--- src/rtl/key_sampler_pkg.sv ---
// Shared types and parameter helpers for the key sampling front end.
package key_sampler_pkg;

   typedef enum logic [1:0] {
      RELEASED,
      PRESS_WAIT,
      PRESSED,
      RELEASE_WAIT
   } db_state_t;

   function automatic int unsigned cycles_from_ms(input int unsigned clk_hz,
                                                  input int unsigned ms);
      return (clk_hz / 1000) * ms;
   endfunction

   // Bits needed to hold a counter running 0..n-1, never less than one.
   function automatic int unsigned cnt_width(input int unsigned n);
      return (n <= 2) ? 1 : $clog2(n);
   endfunction

endpackage

--- src/rtl/key_debounce.sv ---
// Two-flop synchronizer on the inverted raw key plus a four-state debounce FSM.
module key_debounce
   import key_sampler_pkg::*;
#(
   parameter int unsigned DB_CYCLES = 4
) (
   input  logic clk,
   input  logic rst_n,
   input  logic key_n_i,
   output logic db_level_o
);

   localparam int unsigned DB_W = cnt_width(DB_CYCLES);
   // Entering a wait state already accounts for the first stable cycle,
   // so the wait state exits once the counter reaches DB_CYCLES-2.
   localparam logic [DB_W-1:0] DB_LAST  = DB_W'((DB_CYCLES >= 2) ? DB_CYCLES - 2 : 0);
   localparam logic            DB_BYPASS = (DB_CYCLES == 1);

   logic      sync1_q;
   logic      key_s_q;
   db_state_t state_q, state_d;
   logic [DB_W-1:0] cnt_q, cnt_d;

   always_ff @(posedge clk or negedge rst_n) begin
      if (!rst_n) begin
         sync1_q <= 1'b0;
         key_s_q <= 1'b0;
      end else begin
         sync1_q <= ~key_n_i;
         key_s_q <= sync1_q;
      end
   end

   always_ff @(posedge clk or negedge rst_n) begin
      if (!rst_n) begin
         state_q <= RELEASED;
         cnt_q   <= '0;
      end else begin
         state_q <= state_d;
         cnt_q   <= cnt_d;
      end
   end

   always_comb begin
      state_d = state_q;
      cnt_d   = cnt_q;
      unique case (state_q)
         RELEASED: begin
            if (key_s_q) state_d = DB_BYPASS ? PRESSED : PRESS_WAIT;
         end
         PRESS_WAIT: begin
            if (!key_s_q)               state_d = RELEASED;
            else if (cnt_q == DB_LAST)  state_d = PRESSED;
            else                        cnt_d   = cnt_q + 1'b1;
         end
         PRESSED: begin
            if (!key_s_q) state_d = DB_BYPASS ? RELEASED : RELEASE_WAIT;
         end
         RELEASE_WAIT: begin
            if (key_s_q)                state_d = PRESSED;
            else if (cnt_q == DB_LAST)  state_d = RELEASED;
            else                        cnt_d   = cnt_q + 1'b1;
         end
         default: state_d = RELEASED;
      endcase
      if (state_d != state_q) cnt_d = '0;
   end

   assign db_level_o = (state_q == PRESSED) || (state_q == RELEASE_WAIT);

endmodule

--- src/rtl/key_bit_sampler.sv ---
// Debounced push-button sampled once per period into a serial bit with a valid strobe.
module key_bit_sampler
   import key_sampler_pkg::*;
#(
   parameter int unsigned CLK_HZ      = 50_000_000,
   parameter int unsigned DEBOUNCE_MS = 20,
   parameter int unsigned SAMPLE_HZ   = 1,
   parameter logic        LATCH       = 1'b1
) (
   input  logic clk,
   input  logic rst_n,
   input  logic key_n,
   output logic bit_out,
   output logic bit_valid,
   output logic press_pulse,
   output logic tick_out
);

   localparam int unsigned DB_CYCLES = cycles_from_ms(CLK_HZ, DEBOUNCE_MS);
   localparam int unsigned P         = CLK_HZ / SAMPLE_HZ;
   localparam int unsigned CNT_W     = cnt_width(P);
   localparam logic [CNT_W-1:0] CNT_LAST = CNT_W'(P - 1);
   localparam logic [CNT_W-1:0] CNT_HALF = CNT_W'(P / 2);

   logic             db_level;
   logic             db_prev_q;
   logic [CNT_W-1:0] cnt_q, cnt_d;
   logic             sticky_q, sticky_d;
   logic             bit_q, bit_d;
   logic             valid_q, valid_d;
   logic             pulse_q, pulse_d;
   logic             tick_q, tick_d;
   logic             at_tick;

   key_debounce #(
      .DB_CYCLES (DB_CYCLES)
   ) u_debounce (
      .clk        (clk),
      .rst_n      (rst_n),
      .key_n_i    (key_n),
      .db_level_o (db_level)
   );

   always_comb begin
      at_tick  = (cnt_q == CNT_LAST);
      cnt_d    = at_tick ? '0 : cnt_q + 1'b1;
      bit_d    = bit_q;
      sticky_d = sticky_q;
      valid_d  = at_tick;
      // A press seen on the tick edge itself belongs to the closing period.
      if (at_tick) begin
         bit_d    = LATCH ? (sticky_q | db_level) : db_level;
         sticky_d = 1'b0;
      end else if (db_level) begin
         sticky_d = 1'b1;
      end
      pulse_d = db_level & ~db_prev_q;
      tick_d  = (cnt_q >= CNT_HALF);
   end

   always_ff @(posedge clk or negedge rst_n) begin
      if (!rst_n) begin
         cnt_q     <= '0;
         sticky_q  <= 1'b0;
         bit_q     <= 1'b0;
         valid_q   <= 1'b0;
         pulse_q   <= 1'b0;
         tick_q    <= 1'b0;
         db_prev_q <= 1'b0;
      end else begin
         cnt_q     <= cnt_d;
         sticky_q  <= sticky_d;
         bit_q     <= bit_d;
         valid_q   <= valid_d;
         pulse_q   <= pulse_d;
         tick_q    <= tick_d;
         db_prev_q <= db_level;
      end
   end

   assign bit_out     = bit_q;
   assign bit_valid   = valid_q;
   assign press_pulse = pulse_q;
   assign tick_out    = tick_q;

endmodule

--- config.mk ---
export PLATFORM = sky130hd
export DESIGN_NAME = key_bit_sampler
export DESIGN_NICKNAME = d
export VERILOG_FILES = /design/src/rtl/key_sampler_pkg.sv /design/src/rtl/key_debounce.sv /design/src/rtl/key_bit_sampler.sv
export SDC_FILE = /design/constraint.sdc
export NUM_CORES = 1
export LEC_CHECK = 0
export BUFFER_PORTS_ARGS = -buffer_cell sky130_fd_sc_hd__buf_2
export CAP_MARGIN = 40
export CORE_MARGIN = 5
export CORE_UTILIZATION = 35
export DETAILED_ROUTE_END_ITERATION = 8
export PLACE_DENSITY = 0.52
export SKIP_LAST_GASP = 1
export SLEW_MARGIN = 10
export SYNTH_ARGS = -nofsm -noshare
export SYNTH_HDL_FRONTEND = slang
export SYNTH_HIERARCHICAL = 1
export SYNTH_SLANG_ARGS = --single-unit
--- constraint.sdc ---
create_clock -name clk -period 4.8 [get_ports clk]
set_input_delay 0.24 -clock clk [delete_from_list [all_inputs] [get_ports clk]]
set_output_delay 0.24 -clock clk [all_outputs]
set_load 0.01 [all_outputs]
==> flow_metrics.env <==
export IMPL_run_status="complete, no violations"
export IMPL_path_cells="nor4_1, nand3_1, nor3_2, buf_4, mux2i_1"
export IMPL_synth_warnings=6
export IMPL_global_route_wire_length_before_repair_mm=9.784
export IMPL_clock_tree_htree_level_count=2
export IMPL_coreArea_sq_um=8093
export IMPL_postSynthAreaPerCell_sq_um=10.01
export IMPL_max_capacitance_violation_total=0
export IMPL_postSynthCellCount=286
export IMPL_ant_nets=0
export IMPL_synth_top_cell_area_share=0.4895
export IMPL_yosys_register_bits=56
export IMPL_kind_of_end_point_of_the_critical_path="flip-flop"
export IMPL_synth_top_cell_by_area="sky130_fd_sc_hd__dfrtp_1"
export IMPL_core_rowCount=33
export IMPL_netlist_top_cells_area="sky130_fd_sc_hd__dfrtp_1, sky130_fd_sc_hd__xor2_1, sky130_fd_sc_hd__nand3_1"
export IMPL_syn_to_final_growth_pct=7.998
export IMPL_drt_pre_antenna_iters=5
export IMPL_ir_drop_v=0.0001051
export IMPL_tritoncts_num_sinks=56
export IMPL_largest_stage_delay_on_the_critical_path_ns=0.54
export IMPL_tritoncts_clock_tree="done"
export IMPL_edff_count_synth=0
export IMPL_final_min_clock_period_ns=2.248
export IMPL_post_synth_num_cell_types=45
export IMPL_cts_buffer_depth=2
export IMPL_grt_start_max_net_pins=57
export IMPL_routedWlPerCell_um=13.76
export IMPL_synth_async_sr_flop_share=1.000
export IMPL_timing_setup_tns_ns=0
export IMPL_post_synth_most_frequent_cells="sky130_fd_sc_hd__dfrtp_1, sky130_fd_sc_hd__nand2_1, sky130_fd_sc_hd__nor2_1"
export IMPL_dp_cells=389
export IMPL_drive_gt1_frac=0.1130
export IMPL_synth_cell_area_sq_um=2863
export IMPL_die_area_sq_um=10090
export IMPL_finalPower_w=0.0008044
export IMPL_nNetsFinal=298
export IMPL_min_delay_path_class="primary input to asynchronous set/reset pin"
export IMPL_register_area_share_after_synthesis=0.4895
export IMPL_timing_critical_path_from="cnt_q[7]"
export IMPL_cts_hold_repair_buffers=0
export IMPL_fin_skew_ns=0.01244
export IMPL_report_final_slew_viol_count=0
export IMPL_cpMaxStageDelayCell="sky130_fd_sc_hd__nor3_2"
export IMPL_synth_nets=293
export IMPL_final_cells=397
export IMPL_antenna_cells_inserted=0
export IMPL_powerDensity_nw_per_um2=260.2
export IMPL_postSynth_topFlopCell="sky130_fd_sc_hd__dfrtp_1"
export IMPL_layout_setup_ws_ns=2.552
export IMPL_utilization=0.3820
export IMPL_fp_dieW_um=100.4
export IMPL_final_setup_viol_count=0
export IMPL_clock_pin_slew_on_the_worst_setup_and_hold_paths_ns=0.10
export IMPL_post_dp_hpwl_mm=3.767
export IMPL_design_portCount=7
export IMPL_vert_die_dim_um=100.4
export IMPL_drt_iter0_markers=95
export IMPL_clkLatencyLatePin_ns=0.31
export IMPL_initial_core_util=0.3537
export IMPL_vias=2027
export IMPL_grt_antenna_before_repair=0
export IMPL_timing_worst_slew_pin_value_ns=0.7102
export IMPL_cts_setup_buffers=0
export IMPL_fin_crit_sh=0.4683
export IMPL_path_class="flip-flop to flip-flop"
export IMPL_dp_worst_setup_slack_ns=2.548
export IMPL_gates_resized_cts_repair=0
export IMPL_nFillCells=815
export IMPL_detail_route_wirelength_mm=5.462
export IMPL_cts_inserted_buffers=5
export IMPL_cts_root_buffer_cell="sky130_fd_sc_hd__clkbuf_8"
export IMPL_placement_io_buffers=6
export IMPL_regToRegStartpoint="cnt_q[7]"
export IMPL_number_of_global_route_vias_before_repair=2102
export IMPL_grt_overflow_total=0
export IMPL_nature_of_the_critical_path_startpoint="flip-flop"
export IMPL_grt_setup_unrepaired="no"
export IMPL_report_final_hold_viol_count=0
export IMPL_max_clock_freq_mhz=444.8
export IMPL_final_estimated_routing_congestion_in_global_placement=0.8128
export IMPL_cp_required_ns=5.03
export IMPL_yosys_cell_count_top_type="sky130_fd_sc_hd__dfrtp_1"
export IMPL_grtUsageTotal=0.1191
export IMPL_power_leakage_nw=1.329
export IMPL_critical_path_max_fanout=10
export IMPL_cp_arrival_ns=2.48
export IMPL_slew_margin_rel=0.5265
export IMPL_drc_errors=0
export IMPL_average_via_count_per_standard_cell=5.106
-- area by class of cell --
class                           count  area (sq um)  area share
Clock buffer                        6         72.57     0.02347
Sequential cell                    56          1401      0.4533
Multi-Input combinational cell    211          1373      0.4440
Clock inverter                      2         35.03     0.01133
Inverter                            9         33.78     0.01093
Tap cell                          105         131.4     0.04249
Timing Repair Buffer                8         45.04     0.01457
-- critical path, delay by kind of cell, from the launching register on --
kind                   cells  cell delay, ns
and+or+nand+nor            3            1.23
buffers and inverters      1            0.30
DFF                        1            0.47
muxes                      1            0.18
-- report_power, final --
group | internal [W] | leakage [nW] | switching, W
registers | 0.000474 | 0.760 | 0.00000445
logic | 0.00000520 | 0.514 | 0.0000178
clock network | 0.000155 | 0.0552 | 0.000148
-- state kept, by name, indices dropped and copies added, names as in the netlist --
name / cells
db_prev_q: 1
u_debounce/cnt_q: 20
bit_valid: 1
press_pulse: 1
u_debounce/state_q: 2
tick_out: 1
bit_out: 1
u_debounce/sync1_q: 1
u_debounce/key_s_q: 1
cnt_q: 26
sticky_q: 1
-- path summary, 6_finish.rpt --
| path | slack (ns) | to | cells past startpoint |
|---|---|---|---|
| max | 2.55 | bit_out | 5 |
| min | 0.03 | u_debounce/cnt_q[1] | 2 |
| max reg2reg | 2.55 | bit_out | 5 |
| min reg2reg | 0.36 | u_debounce/key_s_q | 0 |
| max in group asynchronous | 4.27 | cnt_q[9] | 2 |
| min in group clk | 0.07 | u_debounce/sync1_q | 2 |
-- placed cells by master, fill, tap and decap left out, types with 2 or more instances in the layout --
cell type	n
sky130_fd_sc_hd__and3_1	4
sky130_fd_sc_hd__buf_4	2
sky130_fd_sc_hd__nand3_1	23
sky130_fd_sc_hd__nor4_1	6
sky130_fd_sc_hd__nand2_1	27
sky130_fd_sc_hd__nand4_1	13
sky130_fd_sc_hd__o21ai_0	13
sky130_fd_sc_hd__buf_2	6
sky130_fd_sc_hd__a21oi_2	2
sky130_fd_sc_hd__nor4b_1	2
sky130_fd_sc_hd__or3_2	2
sky130_fd_sc_hd__nor3_1	4
sky130_fd_sc_hd__and4_1	4
sky130_fd_sc_hd__a21oi_1	9
sky130_fd_sc_hd__dfrtp_1	56
sky130_fd_sc_hd__clkbuf_8	5
sky130_fd_sc_hd__and2_1	4
sky130_fd_sc_hd__or4_1	4
sky130_fd_sc_hd__o31ai_1	6
sky130_fd_sc_hd__nor2b_1	2
sky130_fd_sc_hd__nor2_1	25
sky130_fd_sc_hd__nand4_2	3
sky130_fd_sc_hd__xnor2_1	13
sky130_fd_sc_hd__ha_1	4
sky130_fd_sc_hd__inv_1	9
sky130_fd_sc_hd__xor2_1	23
-- metrics by stage --
stage,cell area (sq um),hold WS (ns)
finish,3092,0.03195
global route,3092,0.06220
CTS,3092,0.05167
detailed placement,2984,0.3490
global placement,2984,0.3372
floorplan,2863,-0.05559
-- logic make-up (layout without fill, tap and decap cells) --
family / after synthesis / in the layout / share of synthesized area
and+or+nand+nor: 134 / 134 / 0.2670
DFF: 56 / 56 / 0.4895
xor gates and xnor gates: 36 / 36 / 0.1101
AOI/OAI and AO/OA: 35 / 35 / 0.07736
buffers and inverters: 19 / 25 / 0.03103
adders and majority gates: 4 / 4 / 0.01748
muxes: 2 / 2 / 0.007430
-- routing by layer --
metal / share of wire / global-route usage
met1: 0.49 / 0.1576
met2: 0.48 / 0.1952
met3: 0.015 / 0.02293
met4: 0.011 / 0.04041
met5: 0 / 0
No activity file was read; power rests on OpenSTA's default activity.
